File: config.mk
export PLATFORM = sky130hd
export DESIGN_NAME = aidc_lite_ahb_rd_engine
export DESIGN_NICKNAME = d
export VERILOG_FILES = /design/src/rtl/aidc_lite_pkg.sv /design/src/rtl/aidc_lite_sync_fifo.sv /design/src/rtl/aidc_lite_ahb_rd_engine.sv
export SDC_FILE = /design/constraint.sdc
export NUM_CORES = 1
export LEC_CHECK = 0
export CORE_MARGIN = 1
export CORE_UTILIZATION = 45
export DETAILED_ROUTE_END_ITERATION = 8
export PLACE_DENSITY_LB_ADDON = 0.15
export SLEW_MARGIN = 30
export SYNTH_ARGS = -nofsm -noshare
export SYNTH_HDL_FRONTEND = slang
export SYNTH_HIERARCHICAL = 1
export SYNTH_SLANG_ARGS = --single-unit
export TNS_END_PERCENT = 5
File: constraint.sdc
create_clock -name clk -period 4.25 [get_ports clk]
set_clock_uncertainty 0.2 [all_clocks]
set_input_delay 0.425 -clock clk [delete_from_list [all_inputs] [get_ports clk]]
set_output_delay 0.425 -clock clk [all_outputs]
set_load 0.02 [all_outputs]
File: src/rtl/aidc_lite_pkg.sv
// aidc_lite_pkg: shared AHB encodings and read-engine state type for AIDC-Lite.
package aidc_lite_pkg;
    localparam logic [1:0] HTRANS_IDLE   = 2'b00;
    localparam logic [1:0] HTRANS_NONSEQ = 2'b10;
    localparam logic [1:0] HTRANS_SEQ    = 2'b11;
    localparam logic [2:0] HBURST_INCR4  = 3'b011;
    localparam logic [2:0] HSIZE_WORD    = 3'b010;
    localparam int BURST_BYTES = 16;
    typedef enum logic [2:0] {S_IDLE, S_WAIT, S_ADDR, S_DATA, S_DONE} rd_state_t;
endpackage

File: src/rtl/aidc_lite_sync_fifo.sv
// aidc_lite_sync_fifo: single-clock FIFO exposing its occupancy; pop on empty is ignored.
module aidc_lite_sync_fifo #(
    parameter int DATA_W = 32,
    parameter int DEPTH  = 8
) (
    input  logic                     clk,
    input  logic                     rst_n,
    input  logic                     push_i,
    input  logic [DATA_W-1:0]        data_i,
    input  logic                     pop_i,
    output logic [DATA_W-1:0]        data_o,
    output logic [$clog2(DEPTH):0]   count_o
);
    localparam int AW = $clog2(DEPTH);
    logic [DATA_W-1:0] mem_q [DEPTH];
    logic [AW-1:0] wptr_q, wptr_d, rptr_q, rptr_d;
    logic [AW:0] cnt_q, cnt_d;
    logic pop;

    always_comb begin
        pop    = pop_i && cnt_q != '0;
        wptr_d = push_i ? wptr_q + 1'b1 : wptr_q;
        rptr_d = pop ? rptr_q + 1'b1 : rptr_q;
        cnt_d  = cnt_q + (AW+1)'(push_i) - (AW+1)'(pop);
    end

    always_ff @(posedge clk or negedge rst_n) begin
        if (!rst_n) begin
            wptr_q <= '0;
            rptr_q <= '0;
            cnt_q  <= '0;
        end else begin
            wptr_q <= wptr_d;
            rptr_q <= rptr_d;
            cnt_q  <= cnt_d;
        end
    end

    always_ff @(posedge clk) begin
        if (push_i) mem_q[wptr_q] <= data_i;
    end

    assign data_o  = cnt_q != '0 ? mem_q[rptr_q] : '0;
    assign count_o = cnt_q;
endmodule

File: src/rtl/aidc_lite_ahb_rd_engine.sv
// aidc_lite_ahb_rd_engine: AHB INCR4 source fetch feeding the compressor through a FIFO.
// Define AIDC_LITE_RD_STALL_CNT_EN to add the saturating hready-low stall counter.
module aidc_lite_ahb_rd_engine
    import aidc_lite_pkg::*;
#(
    parameter int ADDR_W     = 32,
    parameter int DATA_W     = 32,
    parameter int BURST_LEN  = 4,
    parameter int FIFO_DEPTH = 8
) (
    input  logic              clk,
    input  logic              rst_n,
    input  logic              start_i,
    input  logic [ADDR_W-1:0] src_addr_i,
    input  logic [31:0]       byte_len_i,
    output logic              busy_o,
    output logic              done_o,
    output logic              err_o,
    output logic [ADDR_W-1:0] haddr_o,
    output logic [1:0]        htrans_o,
    output logic              hwrite_o,
    output logic [2:0]        hsize_o,
    output logic [2:0]        hburst_o,
    input  logic              hready_i,
    input  logic              hresp_i,
    input  logic [DATA_W-1:0] hrdata_i,
    output logic              rd_valid_o,
    output logic [DATA_W-1:0] rd_data_o,
    input  logic              rd_ready_i,
    output logic [31:0]       stall_cnt_o
);
    localparam int CW = $clog2(FIFO_DEPTH) + 1;
    localparam int BW = $clog2(BURST_LEN);

    rd_state_t state_q, state_d;
    logic [ADDR_W-1:0] addr_q, addr_d;
    logic [29:0] beats_q, beats_d;
    logic [BW-1:0] abeat_q, abeat_d;
    logic dvalid_q, dvalid_d, err_q, err_d;
    logic start_ok, acc, hit_err, push, room;
    logic [CW-1:0] fifo_cnt;
    logic unused_bits;

    assign unused_bits = ^{byte_len_i[3:0], src_addr_i[3:0]};
    // Outstanding beats are always zero in S_WAIT, so occupancy alone sizes the reservation.
    assign room    = int'(fifo_cnt) + BURST_LEN <= FIFO_DEPTH;
    assign hit_err = dvalid_q && hresp_i;
    assign push    = dvalid_q && hready_i && !hresp_i;

    always_comb begin
        state_d  = state_q;
        addr_d   = addr_q;
        beats_d  = beats_q;
        abeat_d  = abeat_q;
        err_d    = err_q;
        start_ok = 1'b0;
        htrans_o = HTRANS_IDLE;
        hburst_o = 3'b000;
        case (state_q)
            S_IDLE: if (start_i) begin
                start_ok = 1'b1;
                state_d  = S_WAIT;
                addr_d   = {src_addr_i[ADDR_W-1:4], 4'h0};
                beats_d  = {byte_len_i[31:4], 2'b00};
                err_d    = 1'b0;
            end
            S_WAIT: if (beats_q == '0) state_d = S_DONE;
                    else if (room) begin
                        state_d = S_ADDR;
                        abeat_d = '0;
                    end
            S_ADDR: begin
                hburst_o = HBURST_INCR4;
                // First ERROR cycle must cancel the pending address phase.
                htrans_o = hit_err ? HTRANS_IDLE : (abeat_q == '0 ? HTRANS_NONSEQ : HTRANS_SEQ);
            end
            S_DATA: if (dvalid_q && hready_i) state_d = S_WAIT;
            S_DONE: if (fifo_cnt == '0) state_d = S_IDLE;
            default: state_d = S_IDLE;
        endcase
        acc = htrans_o != HTRANS_IDLE && hready_i;
        if (acc) begin
            addr_d  = addr_q + ADDR_W'(DATA_W/8);
            abeat_d = abeat_q + 1'b1;
            if (abeat_q == BW'(BURST_LEN-1)) begin
                state_d = S_DATA;
                beats_d = beats_q - 30'(BURST_LEN);
            end
        end
        if (hit_err) begin
            err_d   = 1'b1;
            state_d = S_DONE;
        end
        dvalid_d = hit_err ? 1'b0 : (hready_i ? acc : dvalid_q);
    end

    always_ff @(posedge clk or negedge rst_n) begin
        if (!rst_n) begin
            state_q  <= S_IDLE;
            addr_q   <= '0;
            beats_q  <= '0;
            abeat_q  <= '0;
            dvalid_q <= 1'b0;
            err_q    <= 1'b0;
        end else begin
            state_q  <= state_d;
            addr_q   <= addr_d;
            beats_q  <= beats_d;
            abeat_q  <= abeat_d;
            dvalid_q <= dvalid_d;
            err_q    <= err_d;
        end
    end

    aidc_lite_sync_fifo #(.DATA_W(DATA_W), .DEPTH(FIFO_DEPTH)) u_fifo (
        .clk     (clk),
        .rst_n   (rst_n),
        .push_i  (push),
        .data_i  (hrdata_i),
        .pop_i   (rd_ready_i),
        .data_o  (rd_data_o),
        .count_o (fifo_cnt)
    );

    assign rd_valid_o = fifo_cnt != '0;
    assign done_o     = state_q == S_DONE && fifo_cnt == '0;
    assign busy_o     = state_q != S_IDLE;
    assign err_o      = err_q;
    assign haddr_o    = addr_q;
    assign hwrite_o   = 1'b0;
    assign hsize_o    = HSIZE_WORD;

`ifdef AIDC_LITE_RD_STALL_CNT_EN
    logic [31:0] stall_q, stall_d;
    always_comb begin
        stall_d = stall_q;
        if (start_ok) stall_d = '0;
        else if (busy_o && !hready_i && stall_q != '1) stall_d = stall_q + 32'd1;
    end
    always_ff @(posedge clk or negedge rst_n) begin
        if (!rst_n) stall_q <= '0;
        else stall_q <= stall_d;
    end
    assign stall_cnt_o = stall_q;
`else
    assign stall_cnt_o = '0;
`endif
endmodule
Yosys cells after proc, flatten, opt, wreduce, memory -nomap -nowiden
Memory sizes are Yosys's and may differ from the RTL's.
Index checks and enable logic that the tools add are counted.
W data, S select, Z words.

storage, ports and cells
  bits in registers = 79
  RAM bits = 256
  memories = 1

memories
  name          depth  width  read ports  clocked after memory_dff  write ports  line                       text
  u_fifo.mem_q  8      32     1           0                         1            aidc_lite_sync_fifo.sv:15  logic [DATA_W-1:0] mem_q [DEPTH];

operators by class
  add/subtract/negate cells = 8
  magnitude comparators = 1
  equality and inequality tests = 6
  muxes and demuxes = 32
  reduce and logical (&&, ||, !) cells = 24

operators by type and width
  operator                 number
  $mux W32                 4
  $mux W30                 4
  $add A32 B3 Y32 const B  1
  $logic_not A30 Y1        1
  $sub A30 B3 Y30 const B  1
  $mux W3                  8
  $reduce_bool A2 Y1       8
  $pmux W3 S5              1
  $mux W2                  7
  $mux W1                  8
  $add A3 B1 Y3 const B    2
  $eq A3 B2 Y1 const B     2
  $logic_and A1 B1 Y1      6
  $add A4 B3 Y5 const B    1
  $le A5 B4 Y1 const B     1
  $add A4 B1 Y4            1
  $logic_not A4 Y1         1
  $reduce_and A2 Y1        2
  $reduce_bool A4 Y1       1
  $sub A4 B1 Y4            1
  $eq A3 B1 Y1 const B     1
  $eq A3 B3 Y1 const B     1
  $logic_not A3 Y1         1
  $reduce_and A3 Y1        1
  other kinds (6)          6

Logic depth before layout (Yosys ltp)
Gate-level depths: netlist of the first run.

  depth in word-level cells = 8
  mapped depth = 11
  depth with buffers taken out = 11

Modules after synthesis
The synthesis of the first run kept the hierarchy.

by module, submodules not included
  module                   instances  cells each  area each (µm²)  sequential area each (µm²)
  aidc_lite_sync_fifo      1          430         10231.1          7937.6
  aidc_lite_ahb_rd_engine  1          509         4266.6           1676.6

Least setup slack after synthesis of the first run
OpenSTA, ideal clock, no wires.

  path type = input-to-reg
  start = in hready_i
  end = mem u_fifo.mem_q[0][0], enable pin
  data arrival time = 3.113 ns
  data required time = 3.589 ns
  slack = 0.476 ns
  stages = 4
  path buffers = 0
  cell sequence = nand2_1 -> nor2_1 -> nand2b_1 -> nor3_1

on the way
  word-level cells in the longest chain between the ends = 4

RTL lines
  what                               line                           text
  start, declared                    aidc_lite_ahb_rd_engine.sv:24  input logic hready_i,
  $logic_and A1 B1 Y1 (2 in series)  aidc_lite_ahb_rd_engine.sv:48  assign push = dvalid_q && hready_i && !hresp_i;
  named net push                     aidc_lite_ahb_rd_engine.sv:40  logic start_ok, acc, hit_err, push, room;
  $mux W1                            aidc_lite_sync_fifo.sv:40      if (push_i) mem_q[wptr_q] <= data_i;
  $mux W1 (implied by the code)      aidc_lite_sync_fifo.sv:40
  end, declared                      aidc_lite_sync_fifo.sv:15

The timed path passes the listed nets, and every way through them passes these cells.

Worst setup path after layout of the first run
  start = reg u_fifo.rptr_q[0]
  end = out rd_data_o[1]

on the way
  word-level cells in the longest chain between the ends = 2

RTL lines
  what                    line                           text
  start, declared         aidc_lite_sync_fifo.sv:16      logic [AW-1:0] wptr_q, wptr_d, rptr_q, rptr_d;
  start signal, assigned  aidc_lite_sync_fifo.sv:34      rptr_q <= rptr_d;
  $mem_v2 Z8 W32          n/a
  $mux W32                aidc_lite_sync_fifo.sv:43      assign data_o = cnt_q != '0 ? mem_q[rptr_q] : '0;
  end, declared           aidc_lite_ahb_rd_engine.sv:28  output logic [DATA_W-1:0] rd_data_o,

No other way between the ends.

==> impl_metrics.py, run 1 <==
metrics = {
    "synth": {
        "synth_xor_area_share_pct": 0.604,
        "synth-warning-count": 6,
        "postSynthAreaPerCell_sq_um": 15.4,
        "synth_compound_gate_area_share_pct": 8.12,
        "synth_top_family_by_area": "multiplexers",
        "synth-simple-area-share_pct": 8.63,
        "synth.yosys.seq_area_share_pct": 66.3,
        "synth.mux.area_fraction_pct": 10.5,
        "synth_top_cells_by_area": "sky130_fd_sc_hd__edfxtp_1 (53%), sky130_fd_sc_hd__dfrtp_1 (13%), sky130_fd_sc_hd__mux4_2 (7.8%)",
        "synthDominantAreaCellType": "sky130_fd_sc_hd__edfxtp_1",
        "yosysTopAreaCellShare_pct": 53.0,
        "synthAdderAreaFrac_pct": 1.17,
        "post_synth_inst_count": 939,
        "ys_async_sr_fraction_pct": 23.1,
        "post_synth_num_cell_types": 73,
        "yosys_register_bits": 333,
        "synth_top_flop_cell": "sky130_fd_sc_hd__edfxtp_1",
        "mappedNetlistArea_sq_um": 14500,
        "synth_edf_count": 256,
    },
    "sta": {
        "slew_headroom_pct": 45.2,
        "final.setup.tns_ns": 0,
        "worst_pin_slew_ns": 0.815,
        "fmaxAchievable_mhz": 280,
        "timing.final.crit_period_ns": 3.58,
        "final_min_period_over_clock_period_pct": 84.2,
        "rsz0062_at_grt": "false",
        "hold_viol": 0,
        "timing.final.setup_violations": 0,
        "hold_worst_slack_ns": 0.280,
        "report.final.slew_viol_count": 0,
    },
    "clock_network": {
        "cts_inserted_buffers": 38,
        "clk_latency_ns": 0.51,
        "htree_levels": 2,
        "post_cts_resized": 0,
        "cts_tree": "built",
        "clockBufferDepth": 3,
        "tritoncts_num_sinks": 333,
        "clk_pin_slew_ns": 0.05,
        "cts_post_setup_buffers_inserted": 0,
        "cts_root_buf": "sky130_fd_sc_hd__clkbuf_16",
        "cts.hold.buffers_added": 1,
    },
    "power_and_ir_drop": {
        "power.density_cell_area_nw_per_um2": 659,
        "sw_frac_of_total_pct": 33.5,
        "p_clk_share_pct": 26.0,
        "total_switching_power_mw": 3.90,
        "power.internal_mw": 7.73,
        "p_leak_nw": 6.16,
        "vdd_drop_max_mv": 0.417,
        "seqPwrFrac_pct": 38.2,
        "power.share.combinational_pct": 35.8,
    },
    "floorplanning": {
        "boundaryPins": 211,
        "design.core.area_sq_um": 31600,
        "floorplan.die.height_microns": 181,
        "initial_core_util_pct": 45.8,
        "area_of_the_die_sq_um": 32900,
        "num_rows": 65,
        "die_width_microns": 181,
    },
    "job": {
        "drv_cap": 0,
    },
    "finish": {
        "final_common_cell": "sky130_fd_sc_hd__edfxtp_1",
        "multiInputGateArea_sq_um": 4420,
        "layout.filler_cells": 2501,
        "n_antenna_cell": 0,
        "mostFrequentLayoutCells": "sky130_fd_sc_hd__edfxtp_1 (256), sky130_fd_sc_hd__clkdlybuf4s50_1 (162), sky130_fd_sc_hd__dfrtp_1 (75), sky130_fd_sc_hd__nor2_1 (59), sky130_fd_sc_hd__nand2_1 (52)",
        "regArea_sq_um": 9620,
        "post-route-util_pct": 55.8,
        "layout-drive-gt1-share_pct": 13.8,
        "finalNetCount": 1235,
        "areaGrowthSynthToFinish_pct": 21.7,
    },
    "drt": {
        "avgRoutedWirePerCell_microns": 20.7,
        "drt_first_iter_violations": 439,
        "ant_nets": 0,
        "drt_wl_total_mm": 32.0,
        "route.detailed.vias_per_inst": 5.61,
        "drc_errors": 0,
        "routed-via-count": 8686,
        "drtPass1Iterations": 4,
    },
    "grt": {
        "antenna_violations_before_repair": 2,
        "maximum_number_of_pins_on_one_net_before_global_route_repair": 51,
        "number_of_global_route_vias_before_repair": 8871,
        "grt_first_pass_wirelength_mm": 50.2,
        "grtUsageTotal_pct": 19.8,
        "grt.overflow.total": 0,
    },
    "setup_path": {
        "terminus_of_the_critical_flop_to_flop_path": "beats_q[27]",
        "worstSetupPathType": "flip-flop to output port",
        "r2r_slack_ns": 1.39,
        "worst_ep_required_time_ns": 3.62,
        "timing.critical_path.to_type": "output port",
        "crit_start": "u_fifo/rptr_q[0]",
        "start_kind": "flip-flop",
        "r2r_cells": 5,
        "worst_setup_path_endpoint": "rd_data_o[1]",
        "path_max_fanout": 22,
        "worst-endpoint-arrival_ns": 2.95,
        "origin_of_the_critical_flop_to_flop_path": "beats_q[12]",
    },
    "status": {
        "run_status": "completed",
    },
    "placement": {
        "post-dp-hpwl_mm": 19.2,
        "finalWeightedCongestion": 0.793,
        "portBuffers": 163,
    },
    "min_path": {
        "timing.hold.worst.class": "flip-flop to flip-flop",
    },
}
## power by group through the flow
stage	sequential [mW]	combinational [mW]	clock, mW
after floorplan	4.47	2.74	0
after global placement	4.50	4.16	0
after detailed placement	4.50	4.20	0
after CTS	4.45	4.22	3.10
after global routing	4.53	4.50	3.24
final	4.45	4.16	3.02
## flip-flops by register name, indices dropped and copies added (netlist names), 2 cells and up
register        flops
haddr_o            30
u_fifo/rptr_q       3
u_fifo/count_o      4
u_fifo/wptr_q       3
abeat_q             2
u_fifo/mem_q      256
beats_q            30
state_q             3
## stage by stage
step	cells	setup WS [ns]	power (mW)	cell area [sq um]
2_1_floorplan	976	0.476	7.21	14600
3_3_place_gp	1481	0.992	8.66	16500
3_5_place_dp	1481	0.948	8.71	16500
4_1_cts	1549	0.594	11.8	17600
5_1_grt	1549	0.508	12.3	17600
6_report	1549	0.672	11.6	17600
## logic make-up (layout without fill, tap and decap cells)
family | after synthesis | after routing
AOI/OAI and AO/OA | 162 | 162
xor gates and xnor gates | 10 | 10
buffers and inverters | 106 | 277
adders and majority gates | 13 | 13
and+or+nand+nor | 246 | 246
DFF | 333 | 333
muxes | 67 | 67
other | 2 | 39
## Yosys cell counts, types with 3 or more instances
| master | instances |
|---|---|
| sky130_fd_sc_hd__o311ai_1 | 5 |
| sky130_fd_sc_hd__inv_1 | 19 |
| sky130_fd_sc_hd__a22o_1 | 32 |
| sky130_fd_sc_hd__clkbuf_1 | 23 |
| sky130_fd_sc_hd__mux4_2 | 50 |
| sky130_fd_sc_hd__nand2b_1 | 3 |
| sky130_fd_sc_hd__nand3_1 | 23 |
| sky130_fd_sc_hd__a211oi_1 | 12 |
| sky130_fd_sc_hd__o21ai_0 | 11 |
| sky130_fd_sc_hd__edfxtp_1 | 256 |
| sky130_fd_sc_hd__o211ai_1 | 11 |
| sky130_fd_sc_hd__a221o_1 | 4 |
| sky130_fd_sc_hd__ha_1 | 12 |
| sky130_fd_sc_hd__a21o_1 | 3 |
| sky130_fd_sc_hd__xor2_1 | 5 |
| sky130_fd_sc_hd__and3_1 | 15 |
| sky130_fd_sc_hd__a21oi_1 | 28 |
| sky130_fd_sc_hd__o21a_1 | 5 |
| sky130_fd_sc_hd__or4_4 | 4 |
| sky130_fd_sc_hd__and4_1 | 4 |
| sky130_fd_sc_hd__and2_1 | 8 |
| sky130_fd_sc_hd__or4_1 | 3 |
| sky130_fd_sc_hd__buf_6 | 6 |
| sky130_fd_sc_hd__nor3_1 | 27 |
| sky130_fd_sc_hd__dfrtp_1 | 77 |
| sky130_fd_sc_hd__nor2_1 | 65 |
| sky130_fd_sc_hd__nor4_1 | 10 |
| sky130_fd_sc_hd__mux4_1 | 14 |
| sky130_fd_sc_hd__nand4_1 | 9 |
| sky130_fd_sc_hd__o21ai_1 | 8 |
| sky130_fd_sc_hd__nand2_1 | 52 |
| sky130_fd_sc_hd__xnor2_1 | 5 |
| sky130_fd_sc_hd__buf_2 | 12 |
| sky130_fd_sc_hd__o22ai_1 | 12 |
| sky130_fd_sc_hd__or3_1 | 5 |
| sky130_fd_sc_hd__a311oi_1 | 10 |
| sky130_fd_sc_hd__buf_4 | 40 |
## layout make-up
type                    count  area share (%)
clock buffers              50            5.88
clock inverters            17           0.752
multi-input cells         537            25.1
flip-flops and latches    333            54.5
inverters                  20           0.425
well taps                 402            2.85
repair buffers            190            10.5
## worst min path at each step
| stage | cells past startpoint | from | slack, ns | endpoint |
|---|---|---|---|---|
| final | 1 | beats_q[1] | 0.28 | beats_q[1] |
| after global routing | 3 | src_addr_i[22] | 0.30 | haddr_o[22] |
| after CTS | 3 | src_addr_i[5] | 0.27 | haddr_o[5] |
| after detailed placement | 1 | beats_q[1] | 0.27 | beats_q[1] |
| after global placement | 2 | err_o | 0.26 | err_o |
| after floorplan | 0 | rst_n | -0.07 | abeat_q[0] |
## worst max-delay path: stages (launching register included)
cell and delay (ns):
sky130_fd_sc_hd__dfrtp_4 0.70, sky130_fd_sc_hd__buf_4 0.37, sky130_fd_sc_hd__mux4_1 0.59, sky130_fd_sc_hd__a22o_1 0.25, sky130_fd_sc_hd__clkdlybuf4s50_1 0.53
## routing by layer
layer / track usage (%) / vias up / wire length [microns]
li1: - / 4014 / -
met1: 27.4 / 4407 / 14600
met2: 32.5 / 217 / 15300
met3: 3.93 / 44 / 1590
met4: 4.75 / 4 / 519
met5: 0 / - / 23
Note: power is estimated with default switching activity, not from simulation.
==> run 2: changes to the inputs <==
- clock period: 4.25 -> 3.7 ns (I/O delays scaled with it)
==> run 2 against run 1 <==
Combinational power up 18%. Sequential share of layout area down 0.56 points. Routed wire length decreased by 2.9%. Clock-buffer cell count is 3 lower. Sequential cell count unchanged. Critical path type unchanged. Critical endpoint is now rd_data_o[27]. Largest power group unchanged. Highest routed layer unchanged.
==> impl_metrics.py, run 2 (synthesis results as in run 1) <==
metrics = {
    "setup_path": {
        "r2r_slack_ns": 0.84,
        "timing.critical_path.to_type": "output port",
        "worst-endpoint-arrival_ns": 2.75,
        "r2r_cells": 5,
        "worstSetupPathType": "flip-flop to output port",
        "start_kind": "flip-flop",
        "terminus_of_the_critical_flop_to_flop_path": "beats_q[27]",
        "origin_of_the_critical_flop_to_flop_path": "beats_q[12]",
        "path_max_fanout": 18,
        "worst_ep_required_time_ns": 3.13,
    },
    "clock_network": {
        "tritoncts_num_sinks": 333,
        "clk_pin_slew_ns": 0.05,
        "cts_inserted_buffers": 37,
        "clockBufferDepth": 3,
        "htree_levels": 2,
        "cts_tree": "built",
        "cts_root_buf": "sky130_fd_sc_hd__clkbuf_16",
        "clk_latency_ns": 0.51,
    },
    "sta": {
        "report.final.slew_viol_count": 0,
        "timing.final.crit_period_ns": 3.32,
        "min_setup_slack_post_route_ns": 0.381,
        "final.setup.tns_ns": 0,
        "worst_pin_slew_ns": 0.815,
        "final_min_period_over_clock_period_pct": 89.7,
        "hold_viol": 0,
        "rsz0062_at_grt": "false",
        "fmaxAchievable_mhz": 301,
        "hold_worst_slack_ns": 0.238,
        "slew_headroom_pct": 45.2,
        "timing.final.setup_violations": 0,
    },
    "finish": {
        "regArea_sq_um": 9620,
        "post-route-util_pct": 56.4,
        "final_area_sq_um": 17800,
        "regMostFlops": "u_fifo/mem_q",
        "layout.filler_cells": 2488,
        "instances_no_fill": 1555,
        "n_antenna_cell": 0,
        "layout-drive-gt1-share_pct": 13.9,
        "finalNetCount": 1240,
        "mostFrequentLayoutCells": "sky130_fd_sc_hd__edfxtp_1 (256), sky130_fd_sc_hd__clkdlybuf4s50_1 (162), sky130_fd_sc_hd__dfrtp_1 (75), sky130_fd_sc_hd__nor2_1 (59), sky130_fd_sc_hd__nand2_1 (52)",
        "max_reg_flops": 256,
        "areaGrowthSynthToFinish_pct": 23.0,
        "final_common_cell": "sky130_fd_sc_hd__edfxtp_1",
        "multiInputGateArea_sq_um": 4440,
    },
    "grt": {
        "grtUsageTotal_pct": 19.1,
        "number_of_global_route_vias_before_repair": 8437,
        "grt.overflow.total": 0,
        "grt_first_pass_wirelength_mm": 48.6,
        "maximum_number_of_pins_on_one_net_before_global_route_repair": 65,
        "antenna_violations_before_repair": 1,
    },
    "floorplanning": {
        "boundaryPins": 211,
        "die_width_microns": 181,
        "area_of_the_die_sq_um": 32900,
        "num_rows": 65,
        "floorplan.die.height_microns": 181,
        "design.core.area_sq_um": 31600,
        "initial_core_util_pct": 45.8,
    },
    "placement": {
        "post-dp-hpwl_mm": 19.3,
        "portBuffers": 163,
        "finalWeightedCongestion": 0.780,
        "post_place_setup_slack_ns": 0.344,
        "placedInstanceArea_sq_um": 16600,
        "placed_cells": 1483,
    },
    "power_and_ir_drop": {
        "finalPower_mw": 13.5,
        "vdd_drop_max_mv": 0.494,
        "power.density_cell_area_nw_per_um2": 760,
        "p_leak_nw": 6.23,
    },
    "drt": {
        "drt_first_iter_violations": 507,
        "avgRoutedWirePerCell_microns": 20.0,
        "ant_nets": 0,
        "drc_errors": 0,
        "routed-via-count": 8621,
        "route.detailed.vias_per_inst": 5.54,
        "drt_wl_total_mm": 31.1,
        "drtPass1Iterations": 5,
    },
    "status": {
        "run_status": "completed",
    },
    "min_path": {
        "timing.hold.worst.class": "input port to async pin",
    },
    "job": {
        "drv_cap": 0,
    },
}
run 2: cell count changes in the layout (fill, tap and decap cells not counted), moves of 2 or more:
cell and change:
sky130_fd_sc_hd__buf_12 +6, sky130_fd_sc_hd__clkinv_1 +5, sky130_fd_sc_hd__bufinv_16 +3, sky130_fd_sc_hd__clkinv_2 -3, sky130_fd_sc_hd__clkinvlp_4 -2
run 2: final cells by class:
class	instances	share of cell area, %
Timing Repair Buffer	196	11.1
Clock inverter	20	1.21
Sequential cell	333	53.9
Inverter	20	0.421
Clock buffer	47	5.58
Multi-Input combinational cell	537	24.9
Tap cell	402	2.82
run 2: layer usage:
metal / GRT usage, % / wire, microns / up-vias
met4: 4.85 / 571 / 2
met5: 0 / 13 / -
li1: - / - / 4022
met2: 31.4 / 15200 / 210
met3: 2.93 / 1300 / 47
met1: 26.7 / 14000 / 4340
run 2: worst max-delay path, cell delays in order, from the launching register on:
cell and delay [ns]:
sky130_fd_sc_hd__dfrtp_1 0.36, sky130_fd_sc_hd__inv_1 0.06, sky130_fd_sc_hd__ha_1 0.18, sky130_fd_sc_hd__or3b_4 0.25, sky130_fd_sc_hd__nor2b_4 0.26, sky130_fd_sc_hd__buf_4 0.30, sky130_fd_sc_hd__a22o_1 0.20, sky130_fd_sc_hd__clkdlybuf4s50_1 0.61
run 2: how the worst max path moves through the flow:
stage | startpoint | endpoint | slack (ns) | cells past startpoint
finish | u_fifo/count_o[2] | rd_data_o[27] | 0.38 | 7
global route | u_fifo/count_o[2] | rd_data_o[27] | 0.24 | 7
CTS | u_fifo/count_o[2] | rd_data_o[27] | 0.08 | 7
detailed placement | u_fifo/count_o[2] | rd_data_o[27] | 0.34 | 7
global placement | u_fifo/count_o[2] | rd_data_o[31] | 0.41 | 7
floorplan | dvalid_q | u_fifo/mem_q[2][0] | -0.05 | 4
run 2: repair_timing:
action,CTS,global route
endpoints found under the setup margin,18,1
resized for setup,1,0
hold buffers,1,0
hold endpoints to repair,63,0
buffers inserted,0,4
run 2: where the power goes:
part           total, mW  switching, mW  internal [mW]
logic               4.91           2.51           2.41
registers           5.02          0.522           4.49
clock network       3.62           1.43           2.19
==> run 3: changes to the inputs <==
- CORE_UTILIZATION: 45 -> 55
- SLEW_MARGIN: 30 -> 5
==> run 3 against run 2 <==
Critical endpoint is now rd_data_o[1]. Hold slack gained 0.011 ns. Sequential cell count is the same. Sequential power rose by 2%. Highest routed layer is now met4. Via count up 2.3%.
==> impl_metrics.py, run 3 (synthesis results as in run 1) <==
metrics = {
    "clock_network": {
        "clk_latency_ns": 0.51,
        "clk_pin_slew_ns": 0.06,
        "cts_post_setup_buffers_inserted": 0,
        "clockBufferDepth": 3,
        "cts_root_buf": "sky130_fd_sc_hd__clkbuf_16",
        "post_cts_resized": 0,
        "cts_inserted_buffers": 36,
        "tritoncts_num_sinks": 333,
        "htree_levels": 2,
        "cts_tree": "built",
    },
    "drt": {
        "drt_first_iter_violations": 622,
        "drt_wl_total_mm": 31.1,
        "routed-via-count": 8815,
        "ant_nets": 0,
        "avgRoutedWirePerCell_microns": 21.0,
        "route.detailed.vias_per_inst": 5.95,
        "drtPass1Iterations": 5,
        "drc_errors": 0,
    },
    "sta": {
        "rsz0062_at_grt": "false",
        "slew_headroom_pct": 31.7,
        "timing.final.setup_violations": 0,
        "timing.final.crit_period_ns": 3.43,
        "fmaxAchievable_mhz": 291,
        "final_min_period_over_clock_period_pct": 92.8,
        "min_setup_slack_post_route_ns": 0.267,
        "worst_pin_slew_ns": 1.03,
        "hold_worst_slack_ns": 0.249,
        "hold_viol": 0,
        "report.final.slew_viol_count": 0,
    },
    "grt": {
        "grt_first_pass_wirelength_mm": 47.8,
        "antenna_violations_before_repair": 0,
        "grt.overflow.total": 0,
        "number_of_global_route_vias_before_repair": 8646,
        "maximum_number_of_pins_on_one_net_before_global_route_repair": 78,
        "grtUsageTotal_pct": 23.5,
    },
    "setup_path": {
        "worst-endpoint-arrival_ns": 2.86,
        "crit_start": "u_fifo/rptr_q[0]",
        "path_delay_family": "buffers and inverters",
        "critical_path.n_buffers_inverters": 2,
        "timing.critical_path.to_type": "output port",
        "critical_path.cell_chain": "buf_12, mux4_1, a22o_1, clkdlybuf4s50_1",
        "start_kind": "flip-flop",
        "worstSetupPathType": "flip-flop to output port",
        "path_max_fanout": 23,
        "critical-path-slowest-cell": "sky130_fd_sc_hd__dfrtp_4",
        "highest_cell_delay_on_the_worst_timing_path_ns": 0.72,
        "worst_ep_required_time_ns": 3.13,
        "origin_of_the_critical_flop_to_flop_path": "beats_q[12]",
    },
    "placement": {
        "post-dp-hpwl_mm": 18.8,
        "portBuffers": 163,
        "post_place_setup_slack_ns": 0.723,
        "finalWeightedCongestion": 0.814,
        "placed_cells": 1417,
    },
    "finish": {
        "layout.filler_cells": 1803,
        "mostFrequentLayoutCells": "sky130_fd_sc_hd__edfxtp_1 (256), sky130_fd_sc_hd__clkdlybuf4s50_1 (162), sky130_fd_sc_hd__dfrtp_1 (75), sky130_fd_sc_hd__nor2_1 (59), sky130_fd_sc_hd__nand2_1 (52)",
        "finalNetCount": 1236,
        "areaGrowthSynthToFinish_pct": 21.5,
        "multiInputGateArea_sq_um": 4430,
        "regMostFlops": "u_fifo/mem_q",
        "instances_no_fill": 1482,
        "max_reg_flops": 256,
        "post-route-util_pct": 67.8,
        "final_common_cell": "sky130_fd_sc_hd__edfxtp_1",
        "regArea_sq_um": 9620,
        "layout-drive-gt1-share_pct": 13.8,
    },
    "power_and_ir_drop": {
        "finalPower_mw": 13.3,
        "p_leak_nw": 6.17,
        "power.density_cell_area_nw_per_um2": 757,
        "vdd_drop_max_mv": 0.573,
    },
    "floorplanning": {
        "boundaryPins": 211,
        "floorplan.die.height_microns": 164,
        "design.core.area_sq_um": 26000,
        "num_rows": 59,
        "die_width_microns": 164,
        "initial_core_util_pct": 55.8,
        "area_of_the_die_sq_um": 27000,
    },
    "min_path": {
        "hp-start": "byte_len_i[26]",
        "timing.hold.worst.class": "input port to flip-flop",
    },
    "job": {
        "drv_cap": 0,
    },
    "status": {
        "run_status": "completed",
    },
}
-- run 3: cell count changes in the layout (fill, tap and decap cells not counted), sizes merged --
| cell | previous run | this run |
|---|---|---|
| buf | 33 | 30 |
| bufinv | 4 | 2 |
| clkbuf | 47 | 46 |
| clkinv | 15 | 14 |
| diode | 0 | 1 |
-- run 3: per-stage QoR --
step	cell area (sq um)	setup TNS (ns)
final	17600	0
after global routing	17600	0
after global placement	16500	0
after floorplan	14600	-1.60
after CTS	17600	0
after detailed placement	16500	0
-- run 3: timing repair --
item / CTS / global route
setup endpoints to repair: 0 / 0
hold buffers: 1 / 0
hold endpoints to repair: 77 / 0
-- run 3: metal layers --
| layer | track usage, % | up-vias | share of wire (%) |
|---|---|---|---|
| li1 | - | 4015 | - |
| met1 | 32.3 | 4462 | 43 |
| met2 | 39.0 | 284 | 49 |
| met3 | 3.36 | 54 | 5.8 |
| met4 | 7.20 | 0 | 2.2 |
| met5 | 0 | - | 0 |
-- run 3: report_power, final --
| part | switching (mW) | internal (mW) | leakage (nW) | total, mW |
|---|---|---|---|---|
| Combinational | 2.45 | 2.39 | 2.41 | 4.84 |
| Clock | 1.40 | 1.98 | 0.550 | 3.38 |
| Sequential | 0.620 | 4.49 | 3.21 | 5.11 |
| Total | 4.47 | 8.86 | 6.17 | 13.3 |
-- run 3: final timing paths --
kind	cells past startpoint	endpoint	slack, ns
min reg2reg	2	err_o	0.27
max reg2reg	5	beats_q[27]	0.91
min	3	beats_q[24]	0.25
max	4	rd_data_o[1]	0.27
min in group asynchronous	2	haddr_o[26]	0.38
max in group asynchronous	2	u_fifo/rptr_q[0]	2.14
-- run 3: cell type report --
| cell class | instances | share of cell area [%] |
|---|---|---|
| multi-input combinational | 537 | 25.1 |
| sequential | 333 | 54.6 |
| timing repair buffer | 193 | 11.1 |
| clock inverter | 17 | 0.853 |
| antenna | 1 | 0.0142 |
| clock buffer | 46 | 5.45 |
| inverter | 20 | 0.426 |
| tap | 335 | 2.38 |
-- run 3: worst min-delay path: cells and delay by family --
| family | cells | cell delay, ns |
|---|---|---|
| buffers and inverters | 1 | 0.39 |
| AOI/OAI and AO/OA | 1 | 0.08 |
| and+or+nand+nor | 1 | 0.06 |
